[config.mk]
export PLATFORM = sky130hd
export DESIGN_NAME = fetch_unit
export DESIGN_NICKNAME = d
export VERILOG_FILES = /design/src/rtl/fetch_unit.sv
export SDC_FILE = /design/constraint.sdc
export NUM_CORES = 1
export LEC_CHECK = 0
export ABC_AREA = 1
export CORE_ASPECT_RATIO = 1.4
export CORE_MARGIN = 4
export CORE_UTILIZATION = 30
export CTS_BUF_LIST = sky130_fd_sc_hd__clkbuf_2 sky130_fd_sc_hd__clkbuf_4 sky130_fd_sc_hd__clkbuf_8
export DETAILED_ROUTE_END_ITERATION = 12
export GPL_TIMING_DRIVEN = 1
export PLACE_DENSITY = 0.52
export SLEW_MARGIN = 15
export SYNTH_ARGS = -nofsm -noshare
export SYNTH_HDL_FRONTEND = slang
export SYNTH_SLANG_ARGS = --single-unit
[constraint.sdc]
create_clock -name clk -period 7.15 [get_ports clk]
set_input_delay 0.715 -clock clk [delete_from_list [all_inputs] [get_ports clk]]
set_output_delay 0.715 -clock clk [all_outputs]
set_load 0.05 [all_outputs]
[src/rtl/fetch_unit.sv]
// fetch_unit: sequential PC generation, imem request issue, prefetch FIFO and redirect flush; FETCH_PERF_EN adds perf counters
module fetch_unit #(
    parameter int XLEN = 16,
    parameter logic [XLEN-1:0] RESET_PC = '0,
    parameter int FIFO_DEPTH = 2
) (
    input  logic            clk,
    input  logic            rst,
    output logic            imem_req_valid,
    input  logic            imem_req_ready,
    output logic [XLEN-1:0] imem_req_addr,
    input  logic            imem_rsp_valid,
    input  logic [XLEN-1:0] imem_rsp_data,
    input  logic            redirect_valid,
    input  logic [XLEN-1:0] redirect_pc,
    output logic            dec_valid,
    input  logic            dec_ready,
    output logic [XLEN-1:0] dec_pc,
    output logic [XLEN-1:0] dec_instr
`ifdef FETCH_PERF_EN
    ,
    output logic [31:0]     perf_stall_cycles,
    output logic [15:0]     perf_dropped
`endif
);
    localparam int AW = $clog2(FIFO_DEPTH);
    localparam int CW = $clog2(FIFO_DEPTH + 1);
    logic [XLEN-1:0] fetch_pc, rsp_pc, target_pc;
    logic [CW-1:0] outstanding, drop_cnt, fifo_count;
    logic [CW:0] credits;
    logic [AW-1:0] rd_ptr, wr_ptr;
    logic [XLEN-1:0] pc_mem [FIFO_DEPTH];
    logic [XLEN-1:0] instr_mem [FIFO_DEPTH];
    logic req_fire, drop, push, pop;
    assign target_pc = redirect_pc & ~XLEN'(1);
    assign credits = {1'b0, outstanding} + {1'b0, fifo_count};
    assign imem_req_valid = !rst && !redirect_valid && (credits < (CW + 1)'(FIFO_DEPTH));
    assign imem_req_addr = fetch_pc;
    assign req_fire = imem_req_valid && imem_req_ready;
    assign drop = imem_rsp_valid && (redirect_valid || drop_cnt != '0);
    assign push = imem_rsp_valid && !drop;
    assign dec_valid = !rst && !redirect_valid && fifo_count != '0;
    assign pop = dec_valid && dec_ready;
    assign dec_pc = pc_mem[rd_ptr];
    assign dec_instr = instr_mem[rd_ptr];
    // fetch PC, credit/drop accounting and prefetch FIFO; rsp_pc tracks the PC of the next kept response
    always_ff @(posedge clk) begin
        if (rst) begin
            fetch_pc <= RESET_PC;
            rsp_pc <= RESET_PC;
            outstanding <= '0;
            drop_cnt <= '0;
            fifo_count <= '0;
            rd_ptr <= '0;
            wr_ptr <= '0;
            for (int i = 0; i < FIFO_DEPTH; i++) begin
                pc_mem[i] <= '0;
                instr_mem[i] <= '0;
            end
        end else begin
            outstanding <= outstanding + CW'(req_fire) - CW'(imem_rsp_valid);
            if (redirect_valid) begin
                fetch_pc <= target_pc;
                rsp_pc <= target_pc;
                drop_cnt <= outstanding - CW'(imem_rsp_valid);
                fifo_count <= '0;
                rd_ptr <= '0;
                wr_ptr <= '0;
            end else begin
                if (req_fire) fetch_pc <= fetch_pc + XLEN'(2);
                if (drop) drop_cnt <= drop_cnt - CW'(1);
                if (push) begin
                    pc_mem[wr_ptr] <= rsp_pc;
                    instr_mem[wr_ptr] <= imem_rsp_data;
                    wr_ptr <= wr_ptr + AW'(1);
                    rsp_pc <= rsp_pc + XLEN'(2);
                end
                if (pop) rd_ptr <= rd_ptr + AW'(1);
                fifo_count <= fifo_count + CW'(push) - CW'(pop);
            end
        end
    end
    // simulation invariants on credit, drop and response accounting
    always_ff @(posedge clk) begin
        if (!rst) begin
            assert (credits <= (CW + 1)'(FIFO_DEPTH));
            assert (drop_cnt <= outstanding);
            assert (!(imem_rsp_valid && outstanding == '0));
        end
    end
`ifdef FETCH_PERF_EN
    // saturating stall and discarded-response counters
    always_ff @(posedge clk) begin
        if (rst) begin
            perf_stall_cycles <= '0;
            perf_dropped <= '0;
        end else begin
            if (dec_ready && !dec_valid && perf_stall_cycles != '1) perf_stall_cycles <= perf_stall_cycles + 32'd1;
            if (drop && perf_dropped != '1) perf_dropped <= perf_dropped + 16'd1;
        end
    end
`endif
endmodule
### Word level (Yosys, flattened, before mapping)

Memories as Yosys holds them, arrays and structs flattened. A register that Yosys moved wholly into a read port is not among the register bits.
Index checks and enable logic that the tools add are counted.

| cells by class | value |
|---|---|
| add/subtract/negate cells | 11 |
| multipliers | 0 |
| divide/modulo/power cells | 0 |
| order comparisons | 1 |
| eq/ne operators | 0 |
| shift-type cells | 0 |
| mux-type cells | 22 |
| bitwise logic cells | 0 |
| reduce and logical (&&, ||, !) cells | 19 |

Operator list:

| kind | number |
|---|---|
| 2-to-1 mux 16 bit | 6 |
| adder 16 x 2 -> 16 bit (second input constant) | 2 |
| OR reduction 16 bit | 2 |
| 2-to-1 mux 1 bit | 14 |
| nonzero test 2 bit | 5 |
| logical AND 1 bit | 7 |
| subtractor 2 x 1 -> 2 bit | 3 |
| adder 2 x 1 -> 2 bit | 2 |
| 2-to-1 mux 2 bit | 2 |
| adder 2 x 2 -> 3 bit | 1 |
| logical NOT 1 bit | 3 |
| < comparator 3 x 2 -> 1 bit (second input constant) | 1 |
| adder 1 bit (second input constant) | 2 |
| OR reduction 2 bit | 1 |
| subtractor 2 x 1 -> 2 bit (second input constant) | 1 |
| logical OR 1 bit | 1 |

| storage, ports and cells | value |
|---|---|
| flip-flop bits (word level) | 40 |
| latch bits | 0 |
| RAM bits | 64 |
| bits in read-only memories | 0 |
| input bits | 38 |
| output and inout port bits | 50 |
| logic and storage cells | 64 |
| memories kept | 2 |

Memories:

| name | words | bits a word | rd ports | clocked after Yosys merged registers in | wr ports | line | RTL |
|---|---|---|---|---|---|---|---|
| instr_mem | 2 | 16 | 1 | 1 | 2 | 33 | `logic [XLEN-1:0] instr_mem [FIFO_DEPTH];` |
| pc_mem | 2 | 16 | 1 | 1 | 2 | 32 | `logic [XLEN-1:0] pc_mem [FIFO_DEPTH];` |

### Logic depth before layout (Yosys ltp)

| logic depth | value |
|---|---|
| word-level depth | 11 |
| gate-level depth with buffers | 11 |
| mapped depth without buffers | 11 |

### Least setup slack after synthesis

Ideal clock, no wire load.

| timing | value |
|---|---|
| path kind | in2reg |
| start point | input port redirect_valid |
| end point | register fifo_count[1] |
| setup time | 0.070 ns |
| arrival time | 2.502 ns |
| required time | 7.080 ns |
| path slack | 4.579 ns |
| stages | 11 |
| path buffers | 1 |
| path through | buf_4 -> nor2_8 -> inv_2 -> nor2_2 -> nand2_1 -> inv_1 -> ha_1 -> inv_1 -> ha_1 -> or2_2 -> a21oi_1 |

| between the ends | value |
|---|---|
| elaborated cells on any way between the ends | 11 |
| classes of those cells | 2 x add/sub; 9 x reduce/logical |

RTL lines:

| what | line | RTL |
|---|---|---|
| start, declared | 14 | `input logic redirect_valid,` |
| logical NOT 1 bit | 42 | `assign dec_valid = !rst && !redirect_valid && fifo_count != '0;` |
| logical AND 1 bit (2 in a row) | 42 |  |
| named net dec_valid | 16 | `output logic dec_valid,` |
| logical AND 1 bit | 43 | `assign pop = dec_valid && dec_ready;` |
| named net pop | 34 | `logic req_fire, drop, push, pop;` |
| subtractor 2 x 1 -> 2 bit | 79 | `fifo_count <= fifo_count + CW'(push) - CW'(pop);` |
| end signal, assigned | 79 |  |
| end, declared | 29 | `logic [CW-1:0] outstanding, drop_cnt, fifo_count;` |

The timed path passes the listed nets, and every way through them passes these cells.
A chain may end at the register's enable or synchronous reset.

### Worst setup path in the final report

| timing | value |
|---|---|
| start point | input port rst |
| end point | output port dec_valid |

| between the ends | value |
|---|---|
| word-level cells in the longest chain between the ends | 3 |

Ends and longest elaborated chain:

| what | line | RTL |
|---|---|---|
| start, declared | 8 | `input logic rst,` |
| logical NOT 1 bit | -- |  |
| logical AND 1 bit (2 in a row) | 42 |  |
| end, declared | 16 |  |

No other way between the ends.

==> flow_summary_export.csv <==
group,metric,value,unit
floorplanning,rows,55,
critical_path,crit_top_cell,"clkdlybuf4s50_1",
logic_synthesis,yosys.area.top_type,"edfxtp_1",
clocking,cts_tree,"done",
detailed_routing,totalWireLength,12.23,mm
power_and_ir_drop,p_leak,2.453,nW
global_routing,grt_overflow,0,
logic_synthesis,syn_avg_cell_area,8.937,um^2
critical_path,crit_arrival,3.00,ns
floorplanning,fp.dieArea,18810,um^2
detailed_routing,vias,3973,
hold_path,hold_class,"reg2reg",
detailed_routing,drtIter0Drc,232,
sta,min_period_over_period,0.5198,
global_routing,grt_antenna_before_repair,0,
layout,stdcell_area,6215,um^2
logic_synthesis,synthTopCellsByArea,"edfxtp_1, dfxtp_1, nor2_1, mux2_2, nand2_1",
floorplanning,fp.dieW,117.1,um
sta,holdWs,0.4925,ns
critical_path,worst_path_dominant_cell_family,"buffers and inverters",
sta,setup_viol,0,
detailed_routing,drt_drc_violations_left,0,
placement,place_inst,828,
layout,drive_above_1_share,0.09767,
global_routing,track_usage,0.1340,
logic_synthesis,async_flop_share,0,
placement,placed_area,6025,um^2
placement,hpwl,8.442,mm
logic_synthesis,ys.flop_type,"edfxtp_1",
detailed_routing,dr_wl_met2,6.333,mm
clocking,htree_levels,3,
logic_synthesis,synth.top_cell.area_share,0.3727,
sta,fmax,0.2691,GHz
layout,final_cells,844,
logic_synthesis,ys_ff_latch,101,
logic_synthesis,synth_edf_count,62,
detailed_routing,top_layer,"met4",
global_routing,grt_start_max_net_pins,33,
clocking,clock-sinks,101,
run_status,status,"finished, final reports clean",
clocking,cts_resized,0,
critical_path,critPathBufInv,3,
placement,gp_congestion,0.8607,
sta,hold_violations,0,
critical_path,crit_fanout,15,
sta,period_needed,3.717,ns
floorplanning,die_h,160.7,um
clocking,clk_latency,0.37,ns
floorplanning,core-area,16240,um^2
power_and_ir_drop,vdd_ir_drop_max,0.07589,mV
critical_path,cp_slowest_cell,"clkdlybuf4s50_1",
sta,tightest_slew,0.8075,ns
global_routing,grt_pass1_wl,19.91,mm
sta,tns,0,ns
critical_path,endpoint_kind,"output pin",
sta,maxSlewHeadroom,0.4600,
critical_path,crit_type,"in2out",
detailed_routing,postRouteAntennaNets,0,
logic_synthesis,yosysSeqAreaShare,0.5289,
sta,rsz0062_at_grt,"false",
logic_synthesis,synthCells,559,
clocking,post_cts_buffers,0,
layout,n_antenna_cell,0,
power_and_ir_drop,powerDensity,205.8,nW/um^2
placement,io_buffers,84,
critical_path,max_stage_delay,0.82,ns
detailed_routing,wl_met3,450,um
floorplanning,start_util,0.3076,
logic_synthesis,netlist_area,4996,um^2
layout,num-nets-final,687,
logic_synthesis,yosysUniqueCellTypes,34,
clocking,clockBufferDepth,2,
flow_run,max-cap-violations,0,
logic_synthesis,yosysWarnings,0,
critical_path,required,6.43,ns
clocking,path_clk_slew,0.09,ns
sta,layout_setup_ws,3.433,ns
clocking,root_buffer,"clkbuf_8",
critical_path,crit_path_start_kind,"input port",
detailed_routing,drtPass1Iterations,4,
clocking,cts_buffers,9,
sta,finalMaxSlewViolations,0,
floorplanning,io_pins,88,
layout,n_fill_cell,1693,
detailed_routing,via_per_inst,4.707,
clocking,holdBufCountCts,0,
detailed_routing,wl_per_cell,14.49,um
layout,area_growth,24.39,%
global_routing,grt_pass1_vias,4036,
critical_path,cp_cell_sequence,"clkdlybuf4s50_1 > nor2_8 > inv_2 > nor2_2 > clkdlybuf4s50_1",
sta,clock_skew,0.01134,ns
placement,dpl_worst_slack,3.369,ns
detailed_routing,m1WireLength,5.190,mm
## cell usage after synthesis (2+ instances only)
master	n
a21oi_1	28
a31oi_1	5
buf_2	9
buf_4	3
clkbuf_1	7
dfxtp_1	39
edfxtp_1	62
ha_1	8
inv_1	73
inv_2	3
mux2_2	31
nand2_1	89
nand2_2	2
nand3_1	37
nand3b_1	2
nand4_1	7
nor2_1	97
nor3_1	2
o21ai_0	28
o21ai_1	4
o21bai_1	3
xnor2_1	3
xor2_1	6
## area by class of cell
| class | instances | area, um^2 | share of cell area |
|---|---|---|---|
| clock buffer | 11 | 138.9 | 0.02235 |
| sequential | 101 | 2643 | 0.4252 |
| tap | 199 | 249.0 | 0.04006 |
| inverter | 76 | 285.3 | 0.04590 |
| clock inverter | 5 | 51.30 | 0.008254 |
| timing repair buffer | 89 | 878.3 | 0.1413 |
| multi-input combinational | 363 | 1969 | 0.3169 |
## registers in the layout, indices dropped and copies added (netlist names), named ones only
register / flops
rd_ptr: 1
wr_ptr: 1
instr_mem: 32
imem_req_addr: 15
outstanding: 2
pc_mem: 30
rsp_pc: 15
fifo_count: 2
drop_cnt: 2
## layout by cell type, fill, tap and decap left out, types with 3 or more instances in the layout
master,Yosys,layout
nor2_1,97,97
nand2_1,89,88
clkdlybuf4s50_1,0,84
inv_1,73,73
edfxtp_1,62,62
dfxtp_1,39,39
nand3_1,37,37
mux2_2,31,31
o21ai_0,28,28
a21oi_1,28,28
clkbuf_8,0,9
ha_1,8,8
nand4_1,7,7
xor2_1,6,6
a31oi_1,5,5
buf_4,3,5
o21ai_1,4,4
inv_2,3,3
nand2_2,2,3
o21bai_1,3,3
xnor2_1,3,3
## per-layer routing
layer,up-vias,global-route usage
li1,1990,-
met1,1879,0.1563
met2,85,0.2382
met3,19,0.02186
met4,0,0.05529
met5,-,0
## per-stage QoR
stage | total power, mW | util
final | 1.279 | 0.3827
after global routing | 1.338 | 0.3827
after CTS | 1.297 | 0.3827
after detailed placement | 0.9297 | 0.3710
after global placement | 0.9258 | 0.3708
after floorplan | 0.8417 | -
## power by group
part | internal (mW) | leakage (nW) | switching (mW)
Combinational | 0.0850 | 1.39 | 0.154
Sequential | 0.652 | 0.969 | 0.0212
Clock | 0.168 | 0.0954 | 0.199
## worst reg2reg max path, stage by stage, from the launching register on
cell and delay (ns):
dfxtp_1 0.32, inv_1 0.07, ha_1 0.16, nand2_1 0.10
inv_1 0.14, nand2_2 0.13, nor2_4 0.21, nand2_1 0.08
buf_4 0.25, nand2_1 0.12, buf_4 0.41
## cells by family (layout without fill, tap and decap cells)
kind of cell | after synthesis | count (layout) | synth area share
xor+xnor | 9 | 9 | 0.01578
simple gates | 243 | 243 | 0.2101
flops | 101 | 101 | 0.5289
compound gates | 69 | 69 | 0.07238
fa+ha+maj | 9 | 9 | 0.02404
buf+inv | 96 | 181 | 0.07814
other cells | 1 | 2 | 0.0007506
mux | 31 | 31 | 0.06987
## path summary, 6_finish.rpt
check	startpoint	to	slack (ns)	cells after the start
max	rst	dec_valid	3.43	5
min	wr_ptr	wr_ptr	0.49	2
max reg2reg	drop_cnt[0]	instr_mem[1][1]	4.81	10
min reg2reg	wr_ptr	wr_ptr	0.49	2
Note: power is estimated with default switching activity, not from simulation.
==> RTL edit 1: new RTL, same settings <==
The option `FETCH_PERF_EN` is turned on by a define.
--- a/src/rtl/fetch_unit.sv
+++ b/src/rtl/fetch_unit.sv
@@ -1,4 +1,6 @@
 // fetch_unit: sequential PC generation, imem request issue, prefetch FIFO and redirect flush; FETCH_PERF_EN adds perf counters
+`define FETCH_PERF_EN
+
 module fetch_unit #(
     parameter int XLEN = 16,
     parameter logic [XLEN-1:0] RESET_PC = '0,
Check against the original RTL (old outputs only; new: perf_dropped and perf_stall_cycles): equivalent (equiv_simple and equiv_induct, registers matched by name and starting in step).
==> RTL edit 1 against the original RTL <==
Sequential cell count is 48 higher; sequential power is 40% higher; sequential share of layout area is 6.4 points lower; design area is 60% higher; via count is 76% higher; area after synthesis is 60% higher; synthesized cell count is 83% higher; wire length is 79% higher; die area is 56% higher; critical path depth stayed put; largest power group unchanged; first-iteration DRC count is 59% higher; setup slack worse by 0.47 ns; power is 49% higher; cell count is 76% higher; critical path type unchanged.
==> RTL edit 1: results (changes against the original RTL) <==
metric;value;unit;change
slew margin rel.;0.3389;;was 0.4600
count of cell types in the netlist;41;;was 34
H-tree depth;4;;was 3
initial antenna violation count;0;;unchanged
drt first pass iters;5;;was 4
R2R depth;8;;was 10
critical path's slowest cell;clkdlybuf4s50_1;;unchanged
DR vias;6974;;was 3973
worst hold slack;0.5105;ns;was 0.4925 ns
placed cell count;1452;;was 828
cell family with most CP delay;buffers and inverters;;unchanged
sequential share of the synthesized area;0.4500;;was 0.5289
Min-Delay Path Depth;1;;was 2
layout cells sized above 1;0.09922;;was 0.09767
maximum fanout along the worst path;23;;was 15
largest net degree at the start of global routing;59;;was 33
multiplexer share of the synthesized area;0.04359;;was 0.06987
hold path startpoint;rd_ptr;;was wr_ptr
Reg2Reg Setup Slack;4.58;ns;was 4.81 ns
total CTS buffers;17;;was 9
via count normalized by instance count;4.703;;was 4.707
dominant cells by area after synthesis;edfxtp_1 23%, dfxtp_1 22%, nand2_1 11%, nor2_1 7.5%, inv_1 5.2%;;was edfxtp_1 37%, dfxtp_1 16%, nor2_1 7.3%, mux2_2 7.0%, nand2_1 6.7%
clock slew at reported path FFs;0.09;ns;about the same
Final Skew;0.01403;ns;was 0.01134 ns
post-CTS setup-driven buffer insertion count;0;;unchanged
Post-synth EDFFs;62;;unchanged
Placer Congestion;0.8629;;was 0.8607
FILL cells;2734;;was 1693
total track usage;0.1500;;was 0.1340
clock latency on the worst-skew pair;0.45;ns;was 0.37 ns
Worst EP arrival;3.47;ns;was 3.00 ns
post-cts resize count;0;;unchanged
xor/xnor cell area share of the yosys netlist;0.03063;;was 0.01578
Syn Inst Count;1022;;was 559
port bufs;132;;was 84
detailed placement HPWL;15570;um;was 8442 um
Diodes inserted;0;;unchanged
async set-or-reset flop fraction in the synthesized netlist;0;;unchanged
Top FF cell, synth;dfxtp_1;;was edfxtp_1
RR Endpoint;instr_mem[0][6];;was instr_mem[1][1]
status;completed;;unchanged
switching power;0.0005467;W;was 0.0003742 W
first-pass GRT wire length;35680;um;was 19910 um
Synth Area in Adders;0.01813;;was 0.02404
Largest regs;instr_mem x32, perf_stall_cycles x32, pc_mem x30;;was instr_mem x32, pc_mem x30
Initial DRC Count;368;;was 232
WHS Endpoint;rd_ptr;;was wr_ptr
Nets;1196;;was 687
CP max stage delay;0.89;ns;was 0.82 ns
complex-gate fraction of the synthesized area;0.09937;;was 0.07238
Hold Fails Final Rpt;0;;unchanged
Pleak;3.760;nW;was 2.453 nW
Post-synth top cells;245 x nand2_1, 159 x nor2_1, 111 x inv_1, 87 x dfxtp_1, 62 x edfxtp_1;;was 97 x nor2_1, 89 x nand2_1, 73 x inv_1, 62 x edfxtp_1, 39 x dfxtp_1
WL final;21870;um;was 12230 um
peak supply drop;0.1150;mV;was 0.07589 mV
-- RTL edit 1: cell count changes after synthesis, moves of 14 or more --
cell     delta
nand2_1   +156
nand3_1    +24
inv_1      +38
nor2_1     +62
dfxtp_1    +48
o21ai_0    +14
a21oi_1    +26
a21oi_2    +20
-- RTL edit 1: cells by family after synthesis --
logic type	Yosys count
simple gates	520
flops	149
buf+inv	146
compound gates	136
mux	31
xor+xnor	28
fa+ha+maj	11
other cells	1
-- RTL edit 1: worst max-delay path by stage --
stage | start | end | slack (ns) | cells past startpoint
after floorplan | redirect_valid | imem_req_valid | 4.26 | 3
after global placement | redirect_valid | imem_req_valid | 2.90 | 5
after detailed placement | redirect_valid | imem_req_valid | 2.92 | 5
after CTS | redirect_valid | imem_req_valid | 2.89 | 5
after global routing | redirect_valid | imem_req_valid | 2.77 | 5
final | redirect_valid | imem_req_valid | 2.96 | 5
-- RTL edit 1: power groups by stage --
stage / registers (W) / clock network (W) / logic [W]
CTS: 0.000943 / 0.000726 / 0.000265
detailed placement: 0.000963 / 0 / 0.000264
floorplan: 0.000985 / 0 / 0.000150
finish: 0.000943 / 0.000696 / 0.000260
global placement: 0.000962 / 0 / 0.000263
global route: 0.000948 / 0.000760 / 0.000284
-- RTL edit 1: cell type report --
type	instances	area, um2	area share
clock inverters	14	172.7	0.01732
repair buffers	138	1361	0.1366
multi-input cells	728	3766	0.3779
flip-flops and latches	149	3603	0.3615
well taps	324	405.4	0.04067
clock buffers	17	234.0	0.02347
inverters	113	424.2	0.04256
-- RTL edit 1: metrics by stage --
step | instance area (um2) | power [W] | utilization | setup WS, ns
4_1_cts | 9967 | 0.001934 | 0.3806 | 2.893
6_report | 9967 | 0.001899 | 0.3806 | 2.961
3_3_place_gp | 9560 | 0.001224 | 0.3651 | 2.897
5_1_grt | 9967 | 0.001992 | 0.3806 | 2.768
2_1_floorplan | 8011 | 0.001136 | - | 4.259
3_5_place_dp | 9560 | 0.001227 | 0.3651 | 2.919
-- RTL edit 1: layer usage --
metal	vias to the layer above	routed length, um	global-route usage
met5	-	0	0
met4	0	492	0.05212
met2	156	10990	0.2732
met1	3226	9389	0.1709
met3	29	992	0.03559
li1	3563	-	-
==> RTL edit 2: new RTL, same flow settings <==
Without the edit above. `FIFO_DEPTH`: 2 -> 4.
--- a/src/rtl/fetch_unit.sv
+++ b/src/rtl/fetch_unit.sv
@@ -2,7 +2,7 @@
 module fetch_unit #(
     parameter int XLEN = 16,
     parameter logic [XLEN-1:0] RESET_PC = '0,
-    parameter int FIFO_DEPTH = 2
+    parameter int FIFO_DEPTH = 4
 ) (
     input  logic            clk,
     input  logic            rst,
Check against the original RTL: not equivalent (a bounded check fails within 4 cycles, from zero or initial values and one cycle with rst high).
==> RTL edit 2 against the original RTL <==
Maximum frequency decreased by 7.0%; utilization decreased by 2.0 points; area after synthesis increased by 65%; sequential cell count increased by 68; wire length increased by 75%; critical endpoint is now dec_pc[10]; clock skew increased by 0.0049 ns; combinational power increased by 33%; setup slack got worse by 0.28 ns; design area increased by 58%; count of clock-buffer cells in the layout increased by 6; register-to-register slack got worse by 0.68 ns; clock power increased by 80%; hold slack improved by 0.017 ns; power increased by 65%.
==> RTL edit 2: results (changes against the original RTL) <==
metric;value;unit;change
Final Skew;0.01620;ns;was 0.01134 ns
Placer Congestion;0.7895;;was 0.8607
post-cts resize count;0;;unchanged
largest net degree at the start of global routing;64;;was 33
layout cells sized above 1;0.09780;;was 0.09767
Nets;1041;;was 687
M1 WL;9044;um;was 5190 um
total CTS buffers;17;;was 9
Largest regs;instr_mem x64, pc_mem x60;;was instr_mem x32, pc_mem x30
critical path's slowest cell;clkdlybuf4s50_1;;unchanged
CP max stage delay;0.72;ns;was 0.82 ns
sequential share of the synthesized area;0.5619;;was 0.5289
Pleak;3.634;nW;was 2.453 nW
dominant cells by area after synthesis;edfxtp_1 45%, dfxtp_1 11%, nor2_1 9.6%, o21ai_0 5.5%, nand2_1 4.7%;;was edfxtp_1 37%, dfxtp_1 16%, nor2_1 7.3%, mux2_2 7.0%, nand2_1 6.7%
drt first pass iters;5;;was 4
H-tree depth;4;;was 3
Post-synth EDFFs;124;;was 62
Post-synth top cells;211 x nor2_1, 124 x edfxtp_1, 103 x nand2_1, 95 x inv_1, 91 x o21ai_0;;was 97 x nor2_1, 89 x nand2_1, 73 x inv_1, 62 x edfxtp_1, 39 x dfxtp_1
DR vias;6309;;was 3973
total track usage;0.1439;;was 0.1340
WL final;21360;um;was 12230 um
count of cell types in the netlist;39;;was 34
Max clock buf depth;2;;unchanged
async set-or-reset flop fraction in the synthesized netlist;0;;unchanged
DR WL met2;11290;um;was 6333 um
Tightest Pin Transition;0.8506;ns;was 0.8075 ns
maximum fanout along the worst path;63;;was 15
met1 Track Usage GR;0.1696;;was 0.1563
GRT met2 Usage;0.2646;;was 0.2382
number of global-route vias before repair;6465;;was 4036
peak supply drop;0.1148;mV;was 0.07589 mV
status;completed;;unchanged
Reg2Reg Setup Slack;4.13;ns;was 4.81 ns
Worst EP arrival;3.28;ns;was 3.00 ns
worst hold slack;0.5099;ns;was 0.4925 ns
met3 Track Usage GR;0.02950;;was 0.02186
first-pass GRT wire length;33960;um;was 19910 um
clock latency on the worst-skew pair;0.47;ns;was 0.37 ns
routed length on met3;848;um;was 450 um
Initial DRC Count;337;;was 232
Synth top area share;0.4524;;was 0.3727
detailed placement HPWL;13250;um;was 8442 um
-- RTL edit 2: critical path: cells and delay by family (launching register included) --
kind	cells	cell delay [ns]
compound gates	2	0.38
buf+inv	4	2.08
flops	1	0.32
-- RTL edit 2: cell type report --
cell class,count,area [um2]
clock buffer,17,234.0
tap,365,456.7
timing repair buffer,94,915.9
inverter,118,445.4
multi-input combinational,589,2984
clock inverter,15,141.4
fill,2874,17200
sequential,169,4626
-- RTL edit 2: per-stage QoR --
stage                     cell area, um2  total power [W]  instances  setup slack [ns]
after floorplan                     8234         0.001367        919             3.205
after global placement              9428         0.001476       1335             3.220
after detailed placement            9428         0.001480       1335             3.168
after CTS                           9803         0.002141       1367             3.069
after global routing                9803         0.002214       1367             2.883
final                               9803         0.002111       1367             3.154
-- RTL edit 2: power breakdown --
group	switching, W	internal, W	total [W]
sequential	0.0000300	0.00110	0.00113
clock	0.000377	0.000282	0.000659
combinational	0.000216	0.000102	0.000317
-- RTL edit 2: kinds of logic (layout without fill, tap and decap cells) --
family / after synthesis / in the layout / share of synthesized area
adder cells (fa/ha/maj): 14 / 14 / 0.02311
other: 1 / 2 / 0.0004556
AO/OA/AOI/OAI: 161 / 161 / 0.1063
AND/OR/NAND/NOR: 404 / 404 / 0.2206
flip-flops: 169 / 169 / 0.5619
buffers and inverters: 161 / 244 / 0.07920
XOR/XNOR: 8 / 8 / 0.008514
-- RTL edit 2: final timing paths --
check                       to   startpoint  cells past startpoint
setup / recovery    dec_pc[10]     register                      6
setup reg to reg  pc_mem[0][6]  drop_cnt[0]                      7
hold / removal     drop_cnt[2]  drop_cnt[2]                      2
hold reg to reg    drop_cnt[2]  drop_cnt[2]                      2
